==> src/rtl/fifo_operand_reader.sv <==
// fifo_operand_reader: drains NWORDS FIFO words into one packed operand on a valid/ready port.
// Define FIFO_READER_MSW_FIRST_EN to pack the first word read into the most significant slot.
module fifo_operand_reader #(
    parameter int WIDTH  = 16,
    parameter int NWORDS = 4
) (
    input  logic                      clk,
    input  logic                      rst_n,
    input  logic                      fifo_empty,
    output logic                      fifo_rd_en,
    input  logic [WIDTH-1:0]          fifo_rd_data,
    output logic                      op_valid,
    input  logic                      op_ready,
    output logic [WIDTH*NWORDS-1:0]   op_data,
    output logic                      busy
);
    localparam int CW = $clog2(NWORDS + 1);

    typedef enum logic {FILL, HOLD} state_t;

    state_t                  state_q, state_d;
    logic [CW-1:0]           issued_q, issued_d;
    logic [CW-1:0]           received_q, received_d;
    logic                    rd_pend_q, rd_pend_d;
    logic [WIDTH*NWORDS-1:0] op_data_q, op_data_d;
    logic [CW-1:0]           slot;
    logic                    last_capture;
    logic                    handshake;

`ifdef FIFO_READER_MSW_FIRST_EN
    assign slot = CW'(NWORDS - 1) - received_q;
`else
    assign slot = received_q;
`endif

    assign last_capture = rd_pend_q && (received_q == CW'(NWORDS - 1));
    assign handshake    = op_valid && op_ready;

    // state register and datapath flops; reset discards any partial operand and in-flight read
    always_ff @(posedge clk or negedge rst_n) begin
        if (!rst_n) begin
            state_q    <= FILL;
            issued_q   <= '0;
            received_q <= '0;
            rd_pend_q  <= 1'b0;
            op_data_q  <= '0;
        end else begin
            state_q    <= state_d;
            issued_q   <= issued_d;
            received_q <= received_d;
            rd_pend_q  <= rd_pend_d;
            op_data_q  <= op_data_d;
        end
    end

    // next state: the final capture completes the operand, the handshake releases it
    always_comb begin
        state_d = (state_q == FILL) ? (last_capture ? HOLD : FILL) : (op_ready ? FILL : HOLD);
    end

    // outputs, counters and word capture into the slot chosen by the receive count
    always_comb begin
        fifo_rd_en = (state_q == FILL) && !fifo_empty && (issued_q < CW'(NWORDS));
        busy       = (state_q == FILL) && (issued_q != '0);
        op_valid   = (state_q == HOLD);
        op_data    = op_data_q;
        rd_pend_d  = fifo_rd_en;
        issued_d   = handshake ? '0 : issued_q + CW'(fifo_rd_en);
        received_d = handshake ? '0 : received_q + CW'(rd_pend_q);
        op_data_d  = op_data_q;
        for (int i = 0; i < NWORDS; i++)
            if (rd_pend_q && slot == CW'(i))
                op_data_d[i*WIDTH +: WIDTH] = fifo_rd_data;
    end
endmodule
==> config.mk <==
export PLATFORM = sky130hd
export DESIGN_NAME = fifo_operand_reader
export DESIGN_NICKNAME = d
export VERILOG_FILES = /design/src/rtl/fifo_operand_reader.sv
export SDC_FILE = /design/constraint.sdc
export NUM_CORES = 1
export LEC_CHECK = 0
export CELL_PAD_IN_SITES_DETAIL_PLACEMENT = 0
export CELL_PAD_IN_SITES_GLOBAL_PLACEMENT = 2
export CORE_MARGIN = 1
export CORE_UTILIZATION = 32
export DETAILED_ROUTE_END_ITERATION = 10
export PLACE_DENSITY_LB_ADDON = 0.1
export SLEW_MARGIN = 20
export SYNTH_ARGS = -nofsm -noshare
export SYNTH_HDL_FRONTEND = slang
export SYNTH_SLANG_ARGS = --single-unit
==> constraint.sdc <==
create_clock -name clk -period 2.2 [get_ports clk]
set_clock_uncertainty 0.2 [all_clocks]
set_input_delay 0.44 -clock clk [delete_from_list [all_inputs] [get_ports clk]]
set_output_delay 0.44 -clock clk [all_outputs]
set_load 0.01 [all_outputs]
==> run summary, run 1 <==
Wirelength per Cell: 15.46 µm
Full die area: 9101 µm²
# diodes: 0
Fin crit share: 0.9216
Yosys warns: 0
CTS H-Tree Depth: 3
Worst-Skew Late Latency: 0.34 ns
Routed wire length: 5765 µm
Post-synthesis cell area: 2791 µm²
Die width: 95.40 µm
Static leakage: 1.731 nW
Fin crit period: 2.028 ns
CTS Root Cell: clkbuf_8
DR vias: 1705
Synth cell types: 15
Gpl congestion: 0.6783
Count of state elements after synthesis: 72
Setup repair after global routing missed its margin: false
Sequential power share: 0.370
CTS Buffer Depth: 2
Mapped Cells: 163
Final Max Slew Viols: 0
Vias in the first global route: 1798
Core Rows: 33
Clock slew at reported path FFs: 0.07 ns
Pwr per Cell Area: 1573 nW/µm²
Final Setup Violations: 0
CP Launch Type: primary input
CP Capture Type: output port
DRT Pass-1 Iters: 2
Number of port buffers: 86
Dpl hpwl: 3857 µm
Layout cells sized above 1: 0.3507
WP data required: 1.56 ns
Largest net degree at the start of global routing: 73
Starting Density: 0.3347
Tot GR Track Use: 0.1402
Post-CTS Setup Repair Bufs: 0
TritonCTS clock tree: yes
ANT nets after route: 0
Slew of the pin with the lowest slew margin: 0.7456 ns
Top Ports: 87
Num CTS Buffers: 9
First-pass GRT wire length: 9335 µm
Initial antenna violation count: 0
Area grow syn2layout: 45.90%
Worst hold margin: 0.3048 ns
# DRC: 0
Vias per cell: 4.571
Pint: 4.627 mW
Final setup TNS: 0 ns
Seq/Total Area, Yosys: 0.6455
Status: finished clean
MaxCap Viol Count: 0
Sw frac: 0.2778
Initial DRC Count: 30
Crit path arrival time: 1.39 ns
CTS Sinks: 72
Die Ht: 95.40 µm
Min-Delay Path Class: reg2reg
Nets: 287
Switch Pwr: 1.780 mW
Syn Area/Cell: 17.13 µm²
Core Region: 8341 µm²
WS Path Type: in2out
Max FO, Critical Path: 2
Clock share of power: 0.214
VDD IR max: 610.5 µV
Max_slew headroom: 0.5011
Grt ovf: 0
Comb power frac: 0.417
FMAX: 493.2 MHz
Hold Fails Final Rpt: 0
Net Count, Synth: 187
[critical path, cell delays in order]
cell and delay [ns]:
clkdlybuf4s50_1 0.41, nor3_1 0.23, dlygate4sd2_1 0.30
[cell type report]
type                       instances  area [µm²]
clock inverter                     6       130.1
tap                              105       131.4
clock buffer                      10       137.6
timing repair buffer              95       952.2
fill                             746        4268
multi-input combinational         85       919.6
sequential                        72        1802
[cell usage after synthesis, drive strengths merged]
cell,instances,share of area
dfrtp,72,0.65
ha,4,0.018
mux2,64,0.26
xnor2,2,0.0063
a21oi,2,0.0036
nor2,1,0.0013
nor4b,1,0.0085
nand4b,1,0.0054
buf,6,0.027
and4bb,2,0.0090
nor3,2,0.0036
and2,4,0.0090
nand2,1,0.0013
mux2i,1,0.0036
[metal layers]
| layer | track usage | vias to the layer above | wire [µm] |
|---|---|---|---|
| li1 | - | 777 | - |
| met1 | 0.1771 | 864 | 2540 |
| met2 | 0.2161 | 53 | 2736 |
| met3 | 0.05024 | 11 | 370 |
| met4 | 0.06095 | 0 | 118 |
| met5 | 0 | - | 0 |
[power by group through the flow]
stage / clock network (mW) / registers (mW) / logic [mW]
after global placement: 0 / 2.38 / 2.70
final: 1.37 / 2.37 / 2.67
after detailed placement: 0 / 2.40 / 2.72
after global routing: 1.47 / 2.48 / 2.88
after floorplan: 0 / 2.65 / 0.916
after CTS: 1.42 / 2.38 / 2.72
[what timing repair did]
action	in CTS	in global routing
hold buffers	1	0
hold endpoints to repair	72	0
resized for setup	1	2
pin swaps	0	0
setup endpoints to repair	1	1
[registers in the layout, indices dropped and copies added (netlist names)]
register,flops
op_valid,1
issued_q,3
received_q,3
rd_pend_q,1
op_data,64
[cells in the final DEF (no fill, tap or decap), drive strengths merged]
| cell | netlist | layout |
|---|---|---|
| a21oi | 2 | 2 |
| and2 | 4 | 4 |
| and4bb | 2 | 2 |
| buf | 6 | 9 |
| bufinv | 0 | 4 |
| clkbuf | 0 | 10 |
| clkdlybuf4s50 | 0 | 83 |
| clkinv | 0 | 2 |
| dfrtp | 72 | 72 |
| dlygate4sd2 | 0 | 1 |
| dlygate4sd3 | 0 | 1 |
| dlymetal6s2s | 0 | 1 |
| ha | 4 | 4 |
| mux2 | 64 | 64 |
| mux2i | 1 | 1 |
| nand2 | 1 | 1 |
| nand4b | 1 | 1 |
| nor2 | 1 | 1 |
| nor3 | 2 | 2 |
| nor4b | 1 | 1 |
| xnor2 | 2 | 2 |
[through the flow]
stage                     worst slack (ns)  utilization  cell area, µm²  std cells  total power [mW]
final                               0.1725       0.4883            4073        373             6.407
after global routing               0.04428       0.4883            4073        373             6.831
after CTS                          0.03107       0.4874            4065        373             6.514
after detailed placement           -0.1283       0.4542            3789        356             5.114
after global placement             -0.1653       0.4542            3789        356             5.071
after floorplan                     0.4260            -            2791        163             3.571
[path summary, 6_finish.rpt]
| kind | end | startpoint | slack, ns | depth (start not counted) |
|---|---|---|---|---|
| min in group asynchronous | op_data[58] | rst_n | 0.46 | 3 |
| setup reg to reg | op_data[51] | received_q[2] | 0.20 | 2 |
| setup / recovery | fifo_rd_en | fifo_empty | 0.17 | 3 |
| max in group asynchronous | op_data[1] | rst_n | 1.02 | 3 |
| hold reg to reg | op_data[19] | op_data[19] | 0.30 | 1 |
| hold / removal | op_data[19] | op_data[19] | 0.30 | 1 |
[cells by family (layout without fill, tap and decap cells)]
group | Yosys count | after routing | share of synthesized area
multiplexers | 65 | 65 | 0.2618
flip-flops | 72 | 72 | 0.6455
XOR/XNOR | 2 | 2 | 0.006276
buffers and inverters | 6 | 111 | 0.02689
adder cells (fa/ha/maj) | 4 | 4 | 0.01793
AND/OR/NAND/NOR | 12 | 12 | 0.03809
AO/OA/AOI/OAI | 2 | 2 | 0.003586
Note: power is estimated with default switching activity, not from simulation.
==> run 2, diff against run 1 <==
- SLEW_MARGIN: 20 -> default
==> results of run 2 <==
No change in the layout: final DEF, timing and power equal those of run 1.
==> run 3, diff against run 2 <==
- SETUP_SLACK_MARGIN: default -> 0.05
==> run 3 against run 2 <==
  * Critical path type unchanged
  * Total power about the same
  * Critical path depth unchanged
  * Hold slack about the same
  * Sequential cell count unchanged
  * Via count unchanged
  * Global-route usage about the same
  * Maximum frequency increased by 0.11%
  * Final area unchanged
  * Largest cell class unchanged
  * Combinational power about the same
  * Register-to-register slack improved by 0.23 ns
==> run summary, run 3 (synthesized netlist as in run 1, its figures left out) <==
# placed instances: 356
Slowest cell on crit path: clkdlybuf4s50_1
Min-Delay Path Class: reg2reg
Clock slew at reported path FFs: 0.07 ns
Max_slew headroom: 0.7144
FMAX: 493.8 MHz
VDD IR max: 605.2 µV
Tot GR Track Use: 0.1405
Most common cell after layout, fill and taps aside: clkdlybuf4s50_1
Core Region: 8341 µm²
Crit path arrival time: 1.39 ns
WP data required: 1.56 ns
Num CTS Buffers: 9
CP Capture Type: output port
Nets: 287
Max FO, Critical Path: 2
Setup repair after global routing missed its margin: false
Number of port buffers: 86
Starting Density: 0.3347
Vias in the first global route: 1806
# DRC: 0
Crit path cell chain: clkdlybuf4s50_1, nor3_1, dlygate4sd2_1
Full die area: 9101 µm²
Status: finished clean
CTS Root Cell: clkbuf_8
MaxCap Viol Count: 0
Grt ovf: 0
DR vias: 1705
Dpl hpwl: 3857 µm
Die Ht: 95.40 µm
Area grow syn2layout: 45.90%
CTS H-Tree Depth: 3
First-pass GRT wire length: 9363 µm
Most frequent cells in the layout: 83 x clkdlybuf4s50_1, 72 x dfrtp_1, 64 x mux2_2, 10 x clkbuf_8, 6 x buf_4
Max FFs per register: 64
# diodes: 0
Gpl congestion: 0.6783
Pwr per Cell Area: 1574 nW/µm²
Largest net degree at the start of global routing: 73
Fin crit share: 0.9206
Routed wire length: 5756 µm
Hold Fails Final Rpt: 0
Non-filler cells in the finished layout: 373
CTS Sinks: 72
Static leakage: 1.732 nW
ANT nets after route: 0
WS Path Type: in2out
Die width: 95.40 µm
CTS Buffer Depth: 2
Family with the most delay on the worst path: buffers and inverters
CP Launch Type: primary input
Initial DRC Count: 28
TritonCTS clock tree: yes
Wirelength per Cell: 15.43 µm
Slowest stage delay, CP: 0.41 ns
Layout cells sized above 1: 0.3470
Initial antenna violation count: 0
Worst path bufs/invs: 2
Fin crit period: 2.025 ns
Final Setup Violations: 0
Core Rows: 33
Final Max Slew Viols: 0
DRT Pass-1 Iters: 2
Worst-Skew Late Latency: 0.34 ns
Worst hold margin: 0.3049 ns
Fill count: 745
Top Ports: 87
Vias per cell: 4.571
Slew of the pin with the lowest slew margin: 0.4278 ns
run 3: what timing repair did:
| item | in CTS | in global routing |
|---|---|---|
| endpoints found under the setup margin | 2 | 1 |
| hold buffers | 1 | 0 |
| endpoints found under the hold margin | 72 | 0 |
| gates resized for setup | 2 | 1 |
| setup buffers | 0 | 0 |
| cloned | 0 | 0 |
run 3: layout make-up:
class | instances | area [µm²] | share of cell area
clock buffers | 10 | 137.6 | 0.03379
clock inverters | 6 | 130.1 | 0.03195
multi-input cells | 85 | 923.4 | 0.2267
flip-flops and latches | 72 | 1802 | 0.4424
well taps | 105 | 131.4 | 0.03226
repair buffers | 95 | 948.4 | 0.2329
run 3: worst register-to-register path, stage by stage (launching register included):
cell and delay [ns]:
dfrtp_1 0.47, and4bb_2 0.43, buf_4 0.21, mux2_2 0.35
run 3: metal layers:
metal  share of wire  track usage
met1            0.44       0.1776
met2            0.48       0.2167
met3           0.062      0.05024
met4           0.016      0.06095
met5               0            0
run 3: power by group:
| group | internal [mW] | leakage (nW) | total [mW] | switching (mW) |
|---|---|---|---|---|
| sequential | 1.99 | 0.864 | 2.37 | 0.381 |
| combinational | 1.74 | 0.732 | 2.67 | 0.930 |
| clock | 0.895 | 0.136 | 1.37 | 0.475 |
| total | 4.62 | 1.73 | 6.41 | 1.78 |
run 3: final timing paths:
check | from | end | slack [ns] | depth (start not counted)
max | fifo_empty | fifo_rd_en | 0.17 | 3
min | op_data[19] | op_data[19] | 0.30 | 1
min reg2reg | op_data[19] | op_data[19] | 0.30 | 1
max in group asynchronous | rst_n | op_data[1] | 1.02 | 3
min in group asynchronous | rst_n | op_data[58] | 0.46 | 3
max reg2reg | received_q[1] | op_data[28] | 0.43 | 3
run 3: through the flow:
| stage | area [µm²] | power [mW] | setup slack [ns] | utilization | TNS, ns |
|---|---|---|---|---|---|
| global route | 4073 | 6.830 | 0.1035 | 0.4883 | 0 |
| CTS | 4064 | 6.504 | 0.1315 | 0.4872 | 0 |
| detailed placement | 3789 | 5.114 | -0.1283 | 0.4542 | -0.1283 |
| global placement | 3789 | 5.071 | -0.1653 | 0.4542 | -0.1653 |
| finish | 4073 | 6.408 | 0.1747 | 0.4883 | 0 |
| floorplan | 2791 | 3.571 | 0.4260 | - | 0 |
